[config.mk]
export PLATFORM = sky130hd
export DESIGN_NAME = axis_ifmap_ingress
export DESIGN_NICKNAME = d
export VERILOG_FILES = /design/src/rtl/axis_ifmap_ingress.sv
export SDC_FILE = /design/constraint.sdc
export NUM_CORES = 1
export LEC_CHECK = 0
export BUFFER_PORTS_ARGS = -buffer_cell sky130_fd_sc_hd__buf_4
export CORE_MARGIN = 2
export CORE_UTILIZATION = 54
export CTS_CLUSTER_SIZE = 10
export DETAILED_ROUTE_END_ITERATION = 7
export GPL_TIMING_DRIVEN = 1
export PLACE_DENSITY = 0.76
export SLEW_MARGIN = 20
export SYNTH_ARGS = -nofsm -noshare
export SYNTH_HDL_FRONTEND = slang
export SYNTH_SLANG_ARGS = --single-unit
[constraint.sdc]
create_clock -name clk -period 9.7 [get_ports clk]
set_clock_uncertainty 0.1 [all_clocks]
set_input_delay 1.455 -clock clk [delete_from_list [all_inputs] [get_ports clk]]
set_output_delay 1.455 -clock clk [all_outputs]
set_load 0.01 [all_outputs]
[src/rtl/axis_ifmap_ingress.sv]
`default_nettype none
// ============================================================================
// Module   : axis_ifmap_ingress
// Brief    : AXI4-Stream ifmap ingress with a 2-entry skid buffer, frame word
//            counting and abort flush. Option macro: AXIS_INGRESS_TLAST_CHECK_EN
// Revision : 1.0
// ============================================================================
module axis_ifmap_ingress #(
  parameter int C_S_AXIS_TDATA_WIDTH = 32,
  parameter int FRAME_CNT_WIDTH      = 20
) (
  input  logic                            clk,
  input  logic                            rst_n,
  input  logic [C_S_AXIS_TDATA_WIDTH-1:0] s_axis_tdata,
  input  logic                            s_axis_tvalid,
  output logic                            s_axis_tready,
  input  logic                            s_axis_tlast,
  input  logic                            start,
  input  logic                            abort,
  input  logic [FRAME_CNT_WIDTH-1:0]      frame_words,
  output logic [C_S_AXIS_TDATA_WIDTH-1:0] ifmaps_from_axis,
  output logic                            load_axis_preload,
  input  logic                            preload_ready,
  output logic                            axis_clear,
  output logic                            busy,
  output logic                            frame_done,
  output logic                            err_tlast
);

  typedef enum logic [0:0] {
    S_IDLE = 1'b0,
    S_RUN  = 1'b1
  } state_t;

  localparam logic [FRAME_CNT_WIDTH-1:0] c_cnt_zero = '0;
  localparam logic [FRAME_CNT_WIDTH-1:0] c_cnt_one  = {{(FRAME_CNT_WIDTH-1){1'b0}}, 1'b1};

  state_t                            r_state;
  state_t                            w_state_next;
  logic [FRAME_CNT_WIDTH-1:0]        r_count;
  logic [FRAME_CNT_WIDTH-1:0]        r_in_cnt;
  logic [FRAME_CNT_WIDTH-1:0]        r_out_cnt;
  logic [1:0]                        r_occ;
  logic [C_S_AXIS_TDATA_WIDTH-1:0]   r_head;
  logic [C_S_AXIS_TDATA_WIDTH-1:0]   r_tail;
  logic                              r_frame_done;
  logic                              r_axis_clear;
  logic                              w_tready;
  logic                              w_push;
  logic                              w_pop;
  logic                              w_last_pop;
  logic                              w_arm;
  logic                              w_frame_done_next;

  // Ready depends on registered state only, never on tvalid.
  assign w_tready   = (r_state == S_RUN) && (r_occ < 2'd2) && (r_in_cnt < r_count);
  assign w_push     = s_axis_tvalid && w_tready;
  assign w_pop      = (r_occ != 2'd0) && preload_ready;
  assign w_last_pop = w_pop && ((r_out_cnt + c_cnt_one) == r_count);

  always_ff @(posedge clk) begin
    if (!rst_n) begin
      r_state <= S_IDLE;
    end else begin
      r_state <= w_state_next;
    end
  end

  always_comb begin
    w_state_next      = r_state;
    w_arm             = 1'b0;
    w_frame_done_next = 1'b0;
    if (abort) begin
      w_state_next = S_IDLE;
    end else begin
      case (r_state)
        S_IDLE: begin
          if (start) begin
            if (frame_words != c_cnt_zero) begin
              w_state_next = S_RUN;
              w_arm        = 1'b1;
            end else begin
              w_frame_done_next = 1'b1;
            end
          end
        end
        S_RUN: begin
          if (w_last_pop) begin
            w_state_next      = S_IDLE;
            w_frame_done_next = 1'b1;
          end
        end
      endcase
    end
  end

  always_ff @(posedge clk) begin
    if (!rst_n) begin
      r_count      <= '0;
      r_in_cnt     <= '0;
      r_out_cnt    <= '0;
      r_occ        <= 2'd0;
      r_head       <= '0;
      r_tail       <= '0;
      r_frame_done <= 1'b0;
      r_axis_clear <= 1'b0;
    end else if (abort) begin
      r_count      <= '0;
      r_in_cnt     <= '0;
      r_out_cnt    <= '0;
      r_occ        <= 2'd0;
      r_frame_done <= 1'b0;
      r_axis_clear <= 1'b1;
    end else begin
      r_axis_clear <= 1'b0;
      r_frame_done <= w_frame_done_next;
      if (w_arm) begin
        r_count   <= frame_words;
        r_in_cnt  <= '0;
        r_out_cnt <= '0;
      end else begin
        if (w_push) r_in_cnt  <= r_in_cnt + c_cnt_one;
        if (w_pop)  r_out_cnt <= r_out_cnt + c_cnt_one;
        // Head is always the output word; tail is only used at occupancy 2.
        case ({w_push, w_pop})
          2'b10: begin
            if (r_occ == 2'd0) r_head <= s_axis_tdata;
            else               r_tail <= s_axis_tdata;
            r_occ <= r_occ + 2'd1;
          end
          2'b01: begin
            if (r_occ == 2'd2) r_head <= r_tail;
            r_occ <= r_occ - 2'd1;
          end
          2'b11: begin
            r_head <= s_axis_tdata;
          end
          default: begin
          end
        endcase
      end
    end
  end

`ifdef AXIS_INGRESS_TLAST_CHECK_EN
  logic r_err_tlast;

  always_ff @(posedge clk) begin
    if (!rst_n) begin
      r_err_tlast <= 1'b0;
    end else if (!abort) begin
      if (w_arm) begin
        r_err_tlast <= 1'b0;
      end else if (w_push && (s_axis_tlast != ((r_in_cnt + c_cnt_one) == r_count))) begin
        r_err_tlast <= 1'b1;
      end
    end
  end

  assign err_tlast = r_err_tlast;
`else
  logic w_unused_tlast;
  assign w_unused_tlast = s_axis_tlast;
  assign err_tlast      = 1'b0;
`endif

  assign s_axis_tready     = w_tready;
  assign ifmaps_from_axis  = r_head;
  assign load_axis_preload = (r_occ != 2'd0);
  assign axis_clear        = r_axis_clear;
  assign busy              = (r_state == S_RUN);
  assign frame_done        = r_frame_done;

endmodule
`default_nettype wire

# [Word level (Yosys, flattened, before mapping)]
# Cells that the tools add are included.
[classes] bitwise_logic=5 muxes=15 magnitude_cmp=2 eq_ne=7 addsub=4 reduce_logical=15
[op_table] operator="32-bit case mux with 3 select lines" count=1
[op_table] operator="32-bit two-way mux" count=2
[op_table] operator="20-bit by 1-bit adder with 20-bit output, second input constant" count=2
[op_table] operator="20-bit == test" count=1
[op_table] operator="20-bit < comparator" count=1
[op_table] operator="20-bit nonzero test" count=1
[op_table] operator="1-bit two-way mux" count=9
[op_table] operator="2-bit == test, second input constant" count=3
[op_table] operator="1-bit logical AND" count=5
[op_table] operator="1-bit inverter" count=5
[op_table] operator="5-bit AND reduction" count=1
[op_table] operator="2-bit inequality test, second input constant" count=2
[op_table] operator="1-bit case mux with 2 select lines" count=2
[op_table] operator="2-bit case mux with 2 select lines" count=1
[op_table] operator="4-bit AND reduction" count=1
[op_table] operator="2-bit nonzero test" count=2
[op_table] operator="3-bit nonzero test" count=1
[op_table] operator="3-bit OR reduction" count=1
[op_table] operator="2-bit by 1-bit adder with 2-bit output, second input constant" count=1
[op_table] operator="2-bit by 1-bit == test with 1-bit output, second input constant" count=1
[op_table] operator="2-bit zero test" count=1
[op_table] operator="2-bit < comparator, second input constant" count=1
[op_table] operator="2-bit AND reduction" count=1
[op_table] operator="2-bit OR reduction" count=1
[op_table] operator="2-bit by 1-bit subtractor with 2-bit output, second input constant" count=1
[word_totals] word_cells=57 output_inout_bits=38 ff_bits=129 inputBits=59

# [Logic depth before layout (Yosys ltp)]
[logic_depth] ltp_word=7 mapped_depth=16 mapped_depth_nobuf=14

# [Least setup slack after synthesis]
# Ideal clock, no wire load.
[synth_path] kind="register -> register" start="register r_count[9]" end="register r_head[0] (netlist: ifmaps_from_axis[0])" t_required_ns=9.484 path_stages_with_launch=17 arrival_time_ns=3.628 path_slack_ns=5.856 setup_time_ns=0.116 period_less_slack_ns=3.844 path_cell_list="dfxtp_1 -> inv_1 -> ha_1 -> a21oi_1 -> o21ai_0 -> a2111oi_0 -> o211ai_1 -> a211o_2 -> ha_1 -> clkbuf_1 -> mux2_2 -> o22ai_1 -> nor4bb_1 -> clkbuf_1 -> clkbuf_1 -> nand2_1 -> o211a_1"
[synth_between] elab_chain_len=6
[synth_lines] element="start: declaration" line_no="40" text="logic [FRAME_CNT_WIDTH-1:0] r_count;"
[synth_lines] element="start signal: assignment" line_no="118" text="r_count <= frame_words;"
[synth_lines] element="20-bit < comparator (*)" line_no="56" text="assign w_tready = (r_state == S_RUN) && (r_occ < 2'd2) && (r_in_cnt < r_count);"
[synth_lines] element="1-bit logical AND (*)" line_no="56"
[synth_lines] element="1-bit logical AND (*)" line_no="57" text="assign w_push = s_axis_tvalid && w_tready;"
[synth_lines] element="2-bit by 1-bit == test with 1-bit output or 2-bit == test (tied branches)" line_no="125" text="case ({w_push, w_pop})"
[synth_lines] element="2-bit inequality test (no source line) or 3-bit nonzero test (tied branches)"
[synth_lines] element="5-bit AND reduction (no source line)"
[synth_lines] element="end signal: assignment" line_no="127" text="if (r_occ == 2'd0) r_head <= s_axis_tdata;"
[synth_lines] element="end signal: assignment" line_no="132" text="if (r_occ == 2'd2) r_head <= r_tail;"
[synth_lines] element="end signal: assignment" line_no="136" text="r_head <= s_axis_tdata;"
[synth_lines] element="end: declaration" line_no="44" text="logic [C_S_AXIS_TDATA_WIDTH-1:0] r_head;"
# Every way passes the cells marked *; elsewhere a longest branch is shown, timed or not.
# A chain may end at the register's enable or synchronous reset.

# [Worst setup path after layout]
[layout_path] start="register r_count[9]" end="register r_head[1] (netlist: ifmaps_from_axis[1])"
# Same word-level chain as after synthesis.

==> impl_metrics.yaml <==
status:
  status: "finished, final reports clean"
logic_synthesis:
  synth_cells: 714
  synth_cell_type_count: 55
  synth.largest_area_cell: "dfxtp_1"
  synth_ff_type: "dfxtp_1"
  synth_top_area_share_pct: 39.40
  synth_area_leaders: "dfxtp_1 39%, mux2i_1 14%, o211a_1 4.9%, ha_1 4.6%, xnor2_1 4.0%"
  synth-seq-cells: 129
  syn_area_per_cell_um2: 9.179
  yosysSeqAreaShare_pct: 39.40
  synth_edf_count: 0
  synth-warning-count: 0
  syn-cell-area_mm2: 0.006554
  synthArstFlopShare_pct: 0
  syn_nets: 797
cts:
  clk_latency_ps: 420
  clock_sinks: 129
  cts_buffer_depth: 2
  cts_resized: 0
  htreeDepth: 4
  ctsHoldBuffers: 0
  cts_tree: "yes"
  cts_buffers: 17
  clk_pin_slew_ps: 60
  cts_setup_buffers: 0
  cts_root_buf: "clkbuf_16"
drt:
  routedWlPerCell_um: 16.04
  via_count: 5402
  drt_iter0_drc: 354
  drtAntennaViolNets: 0
  totalWireLength_mm: 15.22
  first_pass_iters: 5
  vias_per_cell: 5.692
  drcViolationCount: 0
critical_path:
  criticalPathCategory: "reg2reg"
  endpoint_kind: "register"
  worstPathRequired_ps: 9910
  rr_worst_depth: 15
  worstPathMaxFanout: 64
  start_kind: "register"
  cp.arrival_ps: 4740
die:
  die_x_um: 114.2
  row_count: 40
  die_area_mm2: 0.01303
  ioPinCount: 97
  initial_core_util_pct: 55.02
  die_h_um: 114.2
  core-area_mm2: 0.01191
placement:
  dp_hpwl_mm: 10.67
  port_buffers: 94
  globalplace.congestion: 0.8798
  placed_area_mm2: 0.007330
sta:
  worstMarginPinSlew_ps: 1048
  post-route-period-util_pct: 46.61
  slew-limit-headroom_pct: 30.13
  slew_violations: 0
  fin_setup_tns_ps: 0
  period_minus_slack_ps: 4522
  grt_setup_unrepaired: "no"
  finalHoldViolations: 0
  finalSetupViolCount: 0
  clock.fmax_mhz: 221.2
worst_hold_path:
  hp-class: "reg2reg"
  hold_path_depth: 2
global_routing:
  grtUsageTotal_pct: 24.00
  grt_max_degree: 68
  grt_pass1_vias: 5296
  grt_pass1_wl_mm: 24.73
  antenna_found_initial: 0
  overflow: 0
run:
  drv_cap: 0
final_layout:
  final_cell_mix: "129 x dfxtp_1, 99 x buf_4, 89 x mux2i_1, 63 x nor2_1, 60 x nand2_1"
  final_cell_area_mm2: 0.007881
  nets: 873
  drive_above_1_share_pct: 18.20
  antenna_cells: 0
  areaGrowthSynthToFinish_pct: 20.26
  num-fill-cells: 976
  final_common_cell: "dfxtp_1"
pwr:
  leakage_nw: 3.295
  ir_worst_vdd_v: 0.0001118
  p_per_area_mw_per_mm2: 153.4
## metal layers
layer | GRT usage (%) | up-vias | wire (um)
met5 | 0 | - | 0
met4 | 10.57 | 0 | 355
met3 | 8.152 | 32 | 1068
met2 | 40.28 | 168 | 7237
met1 | 27.85 | 2544 | 6558
li1 | - | 2658 | -
## report_power, final
| part | leakage [nW] | internal (mW) | switching, mW |
|---|---|---|---|
| clock network | 0.261 | 0.346 | 0.239 |
| logic | 1.99 | 0.0415 | 0.0414 |
| registers | 1.04 | 0.536 | 0.00554 |
| total | 3.29 | 0.923 | 0.286 |
## cell type report
class                      count  area (um^2)  share of cell area [%]
inverter                      29        108.9                   1.381
clock inverter                11        80.08                   1.016
tap                          147        183.9                   2.334
clock buffer                  20        466.7                   5.922
sequential                   129         2582                   32.77
multi-input combinational    513         3711                   47.09
timing repair buffer         100        748.2                   9.494
## stage by stage
| step | power [mW] | utilization [%] | std cells | worst slack (ps) | hold WS, ps |
|---|---|---|---|---|---|
| after floorplan | 0.5970 | - | 714 | 5856 | 351.5 |
| after global placement | 0.6329 | 61.53 | 917 | 4346 | 376.8 |
| after detailed placement | 0.6353 | 61.53 | 917 | 4280 | 382.9 |
| after CTS | 1.219 | 66.12 | 948 | 4719 | 390.6 |
| after global routing | 1.252 | 66.17 | 949 | 4813 | 418.7 |
| final | 1.209 | 66.17 | 949 | 5178 | 395.9 |
## path summary, 6_finish.rpt
check,end,startpoint,slack (ps)
max,ifmaps_from_axis[1],r_count[9],5180
max reg2reg,ifmaps_from_axis[1],r_count[9],5180
min reg2reg,r_in_cnt[19],r_in_cnt[19],400
min,r_in_cnt[19],r_in_cnt[19],400
## synth_stat cells (all sizes together) (22+ instances only)
library cell and number:
dfxtp 129, ha 24, nor2 63, o211a 32, inv 29, clkbuf 35
nand3 23, nand2 60, nor2b 36, mux2i 89, xnor2 30, xor2 22
## worst max-delay path, cell delays in order, from the launching register on
cell and delay, ps:
dfxtp_1 390, inv_1 70, ha_1 320, a21oi_1 160
o21ai_0 80, a2111oi_0 390, o211ai_1 350, a211o_2 470
ha_2 200, buf_4 310, mux2_2 340, o22ai_1 120
nor4bb_4 210, buf_4 540, nand2_1 140, o211a_1 170
## sequential cells by signal, summed over array words and instances, names as in the netlist
| name | flops |
|---|---|
| r_in_cnt | 20 |
| r_count | 20 |
| axis_clear | 1 |
| ifmaps_from_axis | 32 |
| r_occ | 2 |
| busy | 1 |
| r_out_cnt | 20 |
| r_tail | 32 |
| frame_done | 1 |
## kinds of logic after synthesis
logic type / after synthesis / synth area share [%]
buffers and inverters: 72 / 4.257
muxes: 91 / 13.94
other: 1 / 0.05722
DFF: 129 / 39.40
adders and majority gates: 25 / 4.735
xor gates and xnor gates: 52 / 6.949
AOI/OAI and AO/OA: 99 / 12.03
and+or+nand+nor: 245 / 18.63
Note: power is estimated with default switching activity, not from simulation.
